## config.mk

```make
export PLATFORM = sky130hd
export DESIGN_NAME = spi_slave_shift
export DESIGN_NICKNAME = d
export VERILOG_FILES = /design/src/rtl/spi_slave_shift.sv
export SDC_FILE = /design/constraint.sdc
export NUM_CORES = 1
export LEC_CHECK = 0
export CAP_MARGIN = 5
export CORE_ASPECT_RATIO = 1.1
export CORE_MARGIN = 8
export CORE_UTILIZATION = 40
export DETAILED_ROUTE_END_ITERATION = 10
export SYNTH_ARGS = -nofsm -noshare
export SYNTH_HDL_FRONTEND = slang
export SYNTH_SLANG_ARGS = --single-unit
```

## constraint.sdc

```tcl
create_clock -name i_clk -period 2 [get_ports i_clk]
set_clock_uncertainty 0.15 [all_clocks]
set_input_delay 0.6 -clock i_clk [delete_from_list [all_inputs] [get_ports i_clk]]
set_output_delay 0.6 -clock i_clk [all_outputs]
set_load 0.05 [all_outputs]
```

## src/rtl/spi_slave_shift.sv

```systemverilog
// -----------------------------------------------------------------------------
// spi_slave_shift
//
// SPI mode 0 slave (CPOL=0, CPHA=0), MSB first, with the byte shift registers
// clocked from the system clock. SCK, CS_N and MOSI are asynchronous to i_clk.
// Each one goes through a synchronizer and is then edge-detected, so only
// synchronized versions are used anywhere in the design.
//
// Parameters
//   SYNC_STAGES    synchronizer depth on each SPI input (legal 2..3)
//
// Ports
//   i_clk          system clock; all logic runs on its rising edge
//   i_reset        synchronous reset, active high
//   i_spi_sck      SPI serial clock (mode 0, idles low)
//   i_spi_cs_n     chip select, active low
//   i_spi_mosi     master-out data, MSB first
//   o_spi_miso     slave-out data, MSB first
//   o_spi_miso_oe  MISO output enable, high while selected
//   i_tx_byte      byte to transmit; sampled at every byte start
//   o_rx_byte      last complete received byte, held until the next one
//   o_rx_valid     one-cycle pulse: o_rx_byte was updated on the previous cycle
//   o_tx_taken     one-cycle pulse: i_tx_byte was sampled
//   o_frame_abort  one-cycle pulse: CS_N rose with 1..7 bits of a byte received
//   o_busy         high while the slave is selected (ACTIVE state)
// -----------------------------------------------------------------------------
module spi_slave_shift #(
  parameter int SYNC_STAGES = 2
) (
  input  logic       i_clk,
  input  logic       i_reset,
  input  logic       i_spi_sck,
  input  logic       i_spi_cs_n,
  input  logic       i_spi_mosi,
  output logic       o_spi_miso,
  output logic       o_spi_miso_oe,
  input  logic [7:0] i_tx_byte,
  output logic [7:0] o_rx_byte,
  output logic       o_rx_valid,
  output logic       o_tx_taken,
  output logic       o_frame_abort,
  output logic       o_busy
);

  typedef enum logic {
    ST_IDLE   = 1'b0,
    ST_ACTIVE = 1'b1
  } state_t;

  // The synchronizer outputs carry reset values until SYNC_STAGES clocks
  // after reset release. Only after that do they reflect the real pins.
  localparam logic [1:0] FLUSH_DONE = 2'(SYNC_STAGES);

  // ---------------------------------------------------------------------------
  // Input synchronizers. Bit 0 faces the pin. Bit SYNC_STAGES-1 is the
  // synchronized value.
  // ---------------------------------------------------------------------------
  logic [SYNC_STAGES-1:0] r_sck_sync;
  logic [SYNC_STAGES-1:0] r_cs_sync;
  logic [SYNC_STAGES-1:0] r_mosi_sync;

  always_ff @(posedge i_clk) begin
    if (i_reset) begin
      r_sck_sync  <= '0;
      r_cs_sync   <= '1;
      r_mosi_sync <= '0;
    end else begin
      r_sck_sync  <= {r_sck_sync[SYNC_STAGES-2:0],  i_spi_sck};
      r_cs_sync   <= {r_cs_sync[SYNC_STAGES-2:0],   i_spi_cs_n};
      r_mosi_sync <= {r_mosi_sync[SYNC_STAGES-2:0], i_spi_mosi};
    end
  end

  logic w_sck;
  logic w_cs_n;
  logic w_mosi;

  assign w_sck  = r_sck_sync[SYNC_STAGES-1];
  assign w_cs_n = r_cs_sync[SYNC_STAGES-1];
  assign w_mosi = r_mosi_sync[SYNC_STAGES-1];

  // ---------------------------------------------------------------------------
  // Edge-detect flops: previous synchronized SCK and CS_N.
  // ---------------------------------------------------------------------------
  logic r_sck_d;
  logic r_cs_d;

  always_ff @(posedge i_clk) begin
    if (i_reset) begin
      r_sck_d <= 1'b0;
      r_cs_d  <= 1'b1;
    end else begin
      r_sck_d <= w_sck;
      r_cs_d  <= w_cs_n;
    end
  end

  // ---------------------------------------------------------------------------
  // CS_N arming.
  //
  // Suppose CS_N is still low when reset is released. The synchronizer then
  // passes from its reset value (1) to the pin value (0). That transition
  // looks exactly like a falling edge, but it is not one, and it must not
  // start a frame.
  //
  // So a falling edge is only honoured once CS_N has been seen high through a
  // flushed synchronizer. Until then the slave ignores the stale frame and
  // waits for a genuine new select.
  // ---------------------------------------------------------------------------
  logic [1:0] r_flush_cnt;
  logic       r_cs_armed;
  logic       w_flushed;

  assign w_flushed = (r_flush_cnt == FLUSH_DONE);

  always_ff @(posedge i_clk) begin
    if (i_reset) begin
      r_flush_cnt <= 2'd0;
      r_cs_armed  <= 1'b0;
    end else begin
      if (!w_flushed) begin
        r_flush_cnt <= r_flush_cnt + 2'd1;
      end
      if (w_flushed && w_cs_n) begin
        r_cs_armed <= 1'b1;
      end
    end
  end

  logic w_sck_rise;
  logic w_sck_fall;
  logic w_cs_fall;
  logic w_cs_rise;

  assign w_sck_rise = w_sck & ~r_sck_d;
  assign w_sck_fall = ~w_sck & r_sck_d;
  assign w_cs_fall  = r_cs_d & ~w_cs_n & r_cs_armed;
  assign w_cs_rise  = w_cs_n & ~r_cs_d;

  // ---------------------------------------------------------------------------
  // Frame state machine and shift datapath. All outputs are registered.
  // ---------------------------------------------------------------------------
  state_t     r_state;
  logic [2:0] r_bit_cnt;
  logic [7:0] r_rx_shift;
  logic [7:0] r_tx_shift;
  logic       r_reload;      // byte finished; load i_tx_byte on next SCK fall
  logic       r_rx_done;     // o_rx_byte updated this cycle
  logic [7:0] r_rx_byte;
  logic       r_rx_valid;
  logic       r_tx_taken;
  logic       r_frame_abort;
  logic       r_busy;
  logic       r_miso;
  logic       r_miso_oe;

  logic       w_last_bit;
  logic [7:0] w_rx_next;
  logic       w_partial;

  assign w_last_bit = (r_bit_cnt == 3'd7);
  assign w_rx_next  = {r_rx_shift[6:0], w_mosi};

  // Does CS_N leave a partial byte behind?
  // - With a coincident SCK rise, the byte completes only if that rise was the
  //   8th one.
  // - Without a coincident rise, any non-zero count is a partial byte.
  assign w_partial = w_sck_rise ? !w_last_bit : (r_bit_cnt != 3'd0);

  always_ff @(posedge i_clk) begin
    if (i_reset) begin
      r_state       <= ST_IDLE;
      r_bit_cnt     <= 3'd0;
      r_rx_shift    <= 8'h00;
      r_tx_shift    <= 8'h00;
      r_reload      <= 1'b0;
      r_rx_done     <= 1'b0;
      r_rx_byte     <= 8'h00;
      r_rx_valid    <= 1'b0;
      r_tx_taken    <= 1'b0;
      r_frame_abort <= 1'b0;
      r_busy        <= 1'b0;
      r_miso        <= 1'b0;
      r_miso_oe     <= 1'b0;
    end else begin
      // Single-cycle pulses default low. RX_VALID trails the RX_BYTE update
      // by one cycle.
      r_tx_taken    <= 1'b0;
      r_frame_abort <= 1'b0;
      r_rx_done     <= 1'b0;
      r_rx_valid    <= r_rx_done;

      case (r_state)
        ST_IDLE: begin
          // SCK activity while deselected is ignored. That includes an SCK
          // edge that lands in the same cycle as the select.
          if (w_cs_fall) begin
            r_state    <= ST_ACTIVE;
            r_busy     <= 1'b1;
            r_tx_shift <= i_tx_byte;
            r_miso     <= i_tx_byte[7];
            r_miso_oe  <= 1'b1;
            r_tx_taken <= 1'b1;
            r_bit_cnt  <= 3'd0;
            r_rx_shift <= 8'h00;
            r_reload   <= 1'b0;
          end
        end

        ST_ACTIVE: begin
          if (w_sck_rise) begin
            r_rx_shift <= w_rx_next;
            r_bit_cnt  <= r_bit_cnt + 3'd1;
            if (w_last_bit) begin
              r_rx_byte <= w_rx_next;
              r_rx_done <= 1'b1;
              r_reload  <= 1'b1;
            end
          end

          if (w_cs_rise) begin
            // Deselect overrides the counter and reload updates above.
            // A byte completed by a coincident 8th rise still lands in
            // o_rx_byte.
            r_state       <= ST_IDLE;
            r_busy        <= 1'b0;
            r_frame_abort <= w_partial;
            r_bit_cnt     <= 3'd0;
            r_reload      <= 1'b0;
            r_tx_shift    <= 8'h00;
            r_miso        <= 1'b0;
            r_miso_oe     <= 1'b0;
          end else if (w_sck_fall) begin
            if (r_reload) begin
              r_tx_shift <= i_tx_byte;
              r_miso     <= i_tx_byte[7];
              r_tx_taken <= 1'b1;
              r_reload   <= 1'b0;
            end else begin
              r_tx_shift <= {r_tx_shift[6:0], 1'b0};
              r_miso     <= r_tx_shift[6];
            end
          end
        end

        default: begin
          r_state <= ST_IDLE;
          r_busy  <= 1'b0;
        end
      endcase
    end
  end

  assign o_spi_miso    = r_miso;
  assign o_spi_miso_oe = r_miso_oe;
  assign o_rx_byte     = r_rx_byte;
  assign o_rx_valid    = r_rx_valid;
  assign o_tx_taken    = r_tx_taken;
  assign o_frame_abort = r_frame_abort;
  assign o_busy        = r_busy;

endmodule

```

* After elaboration in Yosys (flattened, before gate mapping) *
Index checks and enable logic that the tools add are counted.

word-level totals
  memory bits (read-only) = 0
  output and inout bits = 14
  memories = 0
  bits in latches = 0
  register bits = 44
  RAM bits = 0

cells by class
  reduce and logical (&&, ||, !) cells = 10
  shift-type cells = 0
  add/subtract/negate cells = 2
  magnitude comparators = 0
  bitwise gates (word level) = 12
  divide/modulo/power cells = 0
  muxes and demuxes = 36
  equal/unequal tests = 7
  $mul = 0

operators by type and width
  operator                                      count
  2-to-1 mux 7 bit                              6
  one-hot mux 7 bit (2 select lines)            2
  2-to-1 mux 1 bit                              19
  one-hot mux 1 bit (2 select lines)            5
  2-to-1 mux 3 bit                              3
  AND reduction 2 bit                           4
  NOT 1 bit                                     7
  != test 2 bit (second input constant)         3
  != test 3 bit (second input constant)         2
  one-hot mux 3 bit (2 select lines)            1
  OR reduction 3 bit                            2
  bitwise AND 1 bit                             5
  adder 3 x 1 -> 3 bit (second input constant)  1
  equality test 3 bit (second input constant)   1
  AND reduction 3 bit                           1
  nonzero test 3 bit                            1
  adder 2 x 1 -> 2 bit (second input constant)  1
  equality test 2 bit (second input constant)   1
  logical AND 1 bit                             1
  logical NOT 1 bit                             1

* Logic depth before layout (Yosys ltp) *
Gate-level depths: netlist of the first run.

  word-level depth = 7
  mapped depth = 7

* Worst setup path after synthesis of the first run *
Ideal clock, no wire load.

  path kind = reg2out
  start point = reg r_miso_oe, in the netlist o_spi_miso_oe
  end point = out o_spi_miso_oe
  data required time = 1.250 ns
  cell stages (with the launch flop) = 2
  slack = 0.337 ns
  arrival time = 0.913 ns
  buffers on the path = 1
  cells stage by stage = dfxtp_1 > buf_4

RTL lines
  item                      RTL line  source
  start: declaration        155       logic r_miso_oe;
  start signal: assignment  184       r_miso_oe <= 1'b0;
  start signal: assignment  202       r_miso_oe <= 1'b1;
  start signal: assignment  232       r_miso_oe <= 1'b0;
  end: declaration          36        output logic o_spi_miso_oe,

No word-level cell between the ends.

* Worst setup path in the final report of the first run *
  start point = reg r_state
  end point = reg r_tx_shift[2]

between the ends
  cells in the longest elaborated chain, start to end = 3

ends and longest elaborated chain
  item                           RTL line  source
  start: declaration             143       state_t r_state;
  start signal: assignment       172       r_state <= ST_IDLE;
  start signal: assignment       198       r_state <= ST_ACTIVE;
  start signal: assignment       225       r_state <= ST_IDLE;
  NOT 1 bit (no line)            n/a
  != test 2 bit (no line)        n/a
  AND reduction 2 bit (no line)  n/a
  end signal: assignment         200       r_tx_shift <= i_tx_byte;
  end signal: assignment         235       r_tx_shift <= i_tx_byte;
  end signal: assignment         240       r_tx_shift <= {r_tx_shift[6:0], 1'b0};
  end: declaration               146       logic [7:0] r_tx_shift;

Several ways; a longest one is shown, not always the timed one.
A chain may end at the register's enable or synchronous reset.

==> metrics, run 1 <==
Hold Path Origin=r_cs_sync[0]$_SDFF_PP1_; fmax=~560 MHz; sequential fraction of the synthesis area=0.502; Largest stage delay, worst path=approximately 0.56 ns; Starting Density=0.412; total track usage=0.111; largest net degree at the start of global routing=46; share of the synthesized area in the top cell type=0.502; Core ar.=between 4000 and 5000 µm²; TritonCTS clock tree=built; total die area=around 6800 µm²; clock sinks=44; unrepaired setup endpoints after global routing=no; unique cell type count in the Yosys netlist=40; Cell Pwr Density=roughly 830 nW/µm²; vias per cell=5.05; critical path endpoint category=flop; CTS Root Cell=clkbuf_8; Reg power frac=0.513; metal1 wirelength=around 1600 µm; status=finished, final reports clean; Synth async-reset ratio=0; net switching fraction of the power=0.218; Slew HR=0.708; CP startpoint kind=flop; Rows=25; GP Congestion=0.765; critical path cell sequence=inv_1 > nor3_2 > a222oi_1 > a211oi_1; DIE HEIGHT=85.4 µm; CTS hold repair buffers=0; met3 wire length=~180 µm; max-slew violations=0; minimum clock period=1.80 ns; syn avg cell area=between 9 and 10 µm²; Worst path slowest cell=dfxtp_1; initial antenna violation count=0; R2R setup slack=just under 0.2 ns; clock power share=0.390; Die X=between 70 and 80 µm; Synth area leader=dfxtp_1; DRT antenna net count=0; Top FF cell, synth=dfxtp_1; CP Class=reg2reg; worst reg2reg startpoint=r_state$_SDFF_PP0_; fin cells=265; Worst VDD drop=between 400 and 500 µV; EDFF count, synth=0; Setup-failing EPs final=0; drt total wl=~3500 µm; worst skew pair latency=approximately 0.29 ns; WP buf/inv=1; fin crit share=0.901; CTS resizes=0; WL per Instance=around 13 µm; # diodes=0; first-pass GRT wire length=6020 µm; Sw Pwr=0.000402 W; Synth Cell Area=about 1800 µm²; share of cells above drive strength 1=0.156; cell count after placement=between 200 and 300; Yosys reg bits=44; routed via count=around 1300; dpl hpwl=approximately 2500 µm; Port Buffers=26; Worst Path Arrival=1.85 ns; ranking of synthesized cells by area=dfxtp_1, nand2_1, a21oi_1; DR top layer=met4; vias in the first global route=around 1300; CTS buffer count=5; Hold Path Stages=1; final setup TNS=0 ns; Internal=around 0.0014 W; worst-path maximum fanout=10; Worst Hold End=r_cs_sync[1]$_SDFF_PP1_; Min-Delay Path Class=reg2reg; Max-Cap Viols=0; endpoints failing hold=0; Synth top cells by count=dfxtp_1, nand2_1, nor2_1; first drt pass iteration count=7; reg-to-reg endpoint=r_tx_shift[2]$_SDFFE_PP0P_; most frequent cell after synthesis=dfxtp_1; Slew @ Worst Pin=between 0.4 and 0.5 ns; post-CTS setup buffers=0; Top Ports=27; Setup WS pre-CTS=~0.17 ns; fillcell total=422; slack of the critical path=~0.20 ns; dpl cell area=around 2100 µm²; Logic pwr share=0.097; grt ovf=0; clk buf depth=2; Req. time, crit path=a little over 2 ns; DR DRC count=0; Leak=~0.8 nW; H-tree lvl count=2; Area Overhead vs Synth=26.6%; post-synthesis net count=a little over 200; Overall Power=0.00185 W; path depth of the worst reg2reg path=4; nets@finish=around 230; YS warnings=0; DRT iter0 DRCs=111; clock-pin slew on the worst setup and hold paths=approximately 0.08 ns; WL met2=between 1500 and 2000 µm; synthesized instance count=about 190; cell family with most CP delay=flip-flops; final instance area=around 2200 µm²
-- kinds of logic (layout without fill, tap and decap cells) --
group	Yosys count	after routing	share of synthesized area
simple gates	67	67	0.206
compound gates	46	46	0.191
flops	44	44	0.502
buf+inv	26	49	0.0671
fa+ha+maj	4	4	0.0286
xor+xnor	1	1	0.00500
-- state kept, by name (all words and copies together) (netlist names), 2 cells and up --
register     count
o_rx_byte        8
r_rx_shift       7
r_tx_shift       7
r_bit_cnt        3
r_cs_sync        2
r_flush_cnt      2
r_mosi_sync      2
r_sck_sync       2
-- through the flow --
| step | hold slack [ns] | utilization |
|---|---|---|
| floorplan | 0.239 | - |
| global placement | 0.245 | 0.492 |
| detailed placement | 0.248 | 0.492 |
| CTS | 0.268 | 0.521 |
| global route | 0.281 | 0.521 |
| finish | 0.266 | 0.521 |
-- final cells by class --
type | count | area [µm²] | area share
clock buffer | 7 | 96.3 | 0.0434
tap | 54 | 67.6 | 0.0305
inverter | 13 | 48.8 | 0.0220
clock inverter | 1 | 30.0 | 0.0135
timing repair buffer | 28 | 340 | 0.153
multi-input combinational | 118 | 754 | 0.340
sequential | 44 | 881 | 0.397
-- worst max path at each step --
stage	from	end	slack, ns	depth (start not counted)
floorplan	o_spi_miso_oe$_SDFFE_PP0P_	o_spi_miso_oe	0.34	1
global placement	i_reset	r_cs_sync[0]$_SDFF_PP1_	0.18	3
detailed placement	i_reset	r_cs_sync[1]$_SDFF_PP1_	0.17	3
CTS	r_state$_SDFF_PP0_	r_tx_shift[2]$_SDFFE_PP0P_	0.22	4
global route	r_state$_SDFF_PP0_	r_tx_shift[2]$_SDFFE_PP0P_	0.02	4
finish	r_state$_SDFF_PP0_	r_tx_shift[2]$_SDFFE_PP0P_	0.20	4
-- cells in the final DEF, fill, tap and decap left out, drive strengths merged, types with 2 or more instances in the layout --
cell,netlist,layout
nand2,25,25
clkdlybuf4s50,0,12
a222oi,6,6
buf,7,16
a22oi,8,8
ha,4,4
nor3,3,3
a31oi,2,2
a32oi,2,2
clkbuf,6,7
a21oi,13,13
dfxtp,44,44
o21ai,5,5
nor2b,10,10
inv,13,13
nor2,14,14
and2,3,3
o31ai,2,2
a211oi,6,6
or2,3,3
-- power by group through the flow --
stage	Sequential, W	Clock (W)	Combinational, W
6_report	0.000948	0.000720	0.000180
5_1_grt	0.000954	0.000786	0.000207
4_1_cts	0.000949	0.000746	0.000182
3_5_place_dp	0.000969	0	0.000181
3_3_place_gp	0.000966	0	0.000173
2_1_floorplan	0.000966	0	0.000123
-- layer usage --
metal | global-route usage | vias up
met2 | 0.182 | 28
met1 | 0.124 | 620
met3 | 0.0433 | 2
met5 | 0 | -
met4 | 0.0438 | 0
li1 | - | 689
(Power assumes the default switching activity.)
==> run 2, diff against run 1 <==
Settings changed: HOLD_SLACK_MARGIN set to 0.06.
==> results of run 2 <==
Final layout, timing and power as in run 1 (identical DEF).
==> run 3, diff against run 2 <==
--- a/constraint.sdc
+++ b/constraint.sdc
@@ -4,2 +4,2 @@
 set_output_delay 0.6 -clock i_clk [all_outputs]
-set_load 0.05 [all_outputs]
+set_load 0.01 [all_outputs]
==> metrics, run 3 (synthesis results as in run 1) <==
Die X=79.1 µm (unchanged); WL per Instance=12.8 µm (-4.4%); first-pass GRT wire length=6090 µm (+1.1%); worst-path maximum fanout=3 (-7); Overall Power=0.00166 W (-10%); CP startpoint kind=flop; clk buf depth=2 (unchanged); Reg power frac=0.570 (+0.057); DRT iter0 DRCs=93 (-16%); CP Launch Point=o_spi_miso_oe$_SDFFE_PP0P_; initial antenna violation count=0 (unchanged); unrepaired setup endpoints after global routing=no; Sw Pwr=0.000375 W (-6.8%); total track usage=0.111 (about the same); vias in the first global route=1338 (+2.7%); most common cell after layout, fill and taps aside=dfxtp_1; commonest cells after routing, fill and taps aside=dfxtp_1, clkdlybuf4s50_1, nand2_1; R2R setup slack=0.24 ns (+0.04 ns); Leak=0.739 nW (-7.7%); net switching fraction of the power=0.226 (+0.00840); met3 usage=0.0444 (+0.00106); vias per cell=5.12 (+1.3%); path depth of the worst reg2reg path=4 (unchanged); first drt pass iteration count=4 (-3); Hold Path Origin=r_cs_sync[0]$_SDFF_PP1_; fillcell total=428 (+1.4%); Starting Density=0.412 (unchanged); clock-pin slew on the worst setup and hold paths=0.07 ns (about the same); clock sinks=44 (unchanged); Storage cell area=881 µm² (unchanged); Max-Cap Viols=0 (unchanged); Logic pwr share=0.101 (+0.004); Worst VDD drop=501 µV (+1.6%); Crit. path cell count=1 (-3); post-CTS setup buffers=0 (unchanged); Hold Path Stages=1 (unchanged); total die area=6760 µm² (unchanged); CTS buffer count=5 (unchanged); largest net degree at the start of global routing=39 (-15%); cell count after placement=258 (+0.39%); max-slew violations=0 (unchanged); routed via count=1362 (+1.7%); Internal=0.00128 W (-11%); # diodes=0 (unchanged); TritonCTS clock tree=built; Min-Delay Path Class=reg2reg; Req. time, crit path=1.25 ns (-0.80 ns); Top Ports=27 (unchanged); met2 Use GR=0.188 (+0.00524); reg-to-reg endpoint=r_rx_shift[4]$_SDFFE_PP0P_; dpl hpwl=2420 µm (-4.0%); final setup TNS=0 ns (unchanged); Worst Path Arrival=1.17 ns (-0.68 ns); Rows=25 (unchanged); nets@finish=228 (+0.44%); endpoints failing hold=0 (unchanged); area of the multi-input gates=754 µm² (unchanged); DIE HEIGHT=85.4 µm (unchanged); fin cells=266 (+0.38%); Setup-failing EPs final=0 (unchanged); worst reg2reg startpoint=r_state$_SDFF_PP0_; critical path endpoint category=output port; Largest stage delay, worst path=0.54 ns (-0.02 ns); Core ar.=4250 µm² (unchanged); CTS resizes=0 (unchanged); CTS Root Cell=clkbuf_8; Worst Hold End=r_cs_sync[1]$_SDFF_PP1_; status=finished, final reports clean; worst skew pair latency=0.28 ns (about the same); critical path cell sequence=clkdlybuf4s50_1; Largest register FFs=8 (unchanged); DR DRC count=0 (unchanged); fin crit share=0.960 (+0.0590); GP Congestion=0.756 (-1.2%); H-tree lvl count=2 (unchanged); share of cells above drive strength 1=0.0849 (-0.0715); minimum clock period=1.92 ns (+0.118 ns); grt ovf=0 (unchanged); GR peak layer=met2; cell family with most CP delay=buffers and inverters; slack of the critical path=0.0809 ns (-0.118 ns); Slew HR=0.715 (+0.00747); CTS hold repair buffers=0 (unchanged); fmax=521 MHz (-6.2%); drt total wl=3400 µm (-4.0%); WP buf/inv=1 (unchanged); Setup WS pre-CTS=0.177 ns (+0.00326 ns); CP Class=reg2out; Area Overhead vs Synth=21.9%; Worst path slowest cell=clkdlybuf4s50_1; met1 Usage GRT=0.122 (-0.00257); Slew @ Worst Pin=0.424 ns (-0.0111 ns); DRT antenna net count=0 (unchanged); clock power share=0.328 (-0.062); Port Buffers=26 (unchanged); Cell Pwr Density=776 nW/µm² (-6.8%)
## run 3: cell types whose count changed in the layout (fill, tap and decap cells not counted)
| cell | previous run | this run |
|---|---|---|
| clkdlybuf4s50_1 | 12 | 26 |
| buf_12 | 8 | 1 |
| buf_4 | 8 | 2 |
| clkbuf_1 | 0 | 2 |
| bufinv_16 | 1 | 0 |
| clkbuf_8 | 7 | 6 |
## run 3: worst max path at each step
stage | endpoint | slack (ns)
after floorplan | r_cs_sync[0]$_SDFF_PP1_ | 0.49
after global placement | r_rx_shift[0]$_SDFFE_PP0P_ | 0.19
after detailed placement | r_rx_shift[0]$_SDFFE_PP0P_ | 0.18
after CTS | o_busy | 0.06
after global routing | o_busy | 0.01
final | o_busy | 0.08
## run 3: power by group through the flow
stage,registers (W),logic [W],clock network (W)
2_1_floorplan,0.000960,0.000120,0
3_5_place_dp,0.000967,0.000172,0
5_1_grt,0.000950,0.000197,0.000605
6_report,0.000946,0.000168,0.000544
4_1_cts,0.000947,0.000172,0.000566
3_3_place_gp,0.000964,0.000162,0
## run 3: cell type report
type                    count  area share
flip-flops and latches     44       0.412
multi-input cells         118       0.353
repair buffers             29       0.138
clock buffers               8      0.0422
well taps                  54      0.0316
inverters                  13      0.0228
## run 3: metal layers
layer / part of all wire / up-vias
li1: - / 691
met1: 0.44 / 639
met2: 0.49 / 27
met3: 0.058 / 5
met4: 0.0094 / 0
met5: 0 / -
## run 3: stage by stage
step | cell area (µm²) | util | hold WS (ns)
after floorplan | 1750 | - | 0.239
after global placement | 2050 | 0.481 | 0.245
after detailed placement | 2050 | 0.481 | 0.247
after CTS | 2140 | 0.502 | 0.269
after global routing | 2140 | 0.502 | 0.302
final | 2140 | 0.502 | 0.265
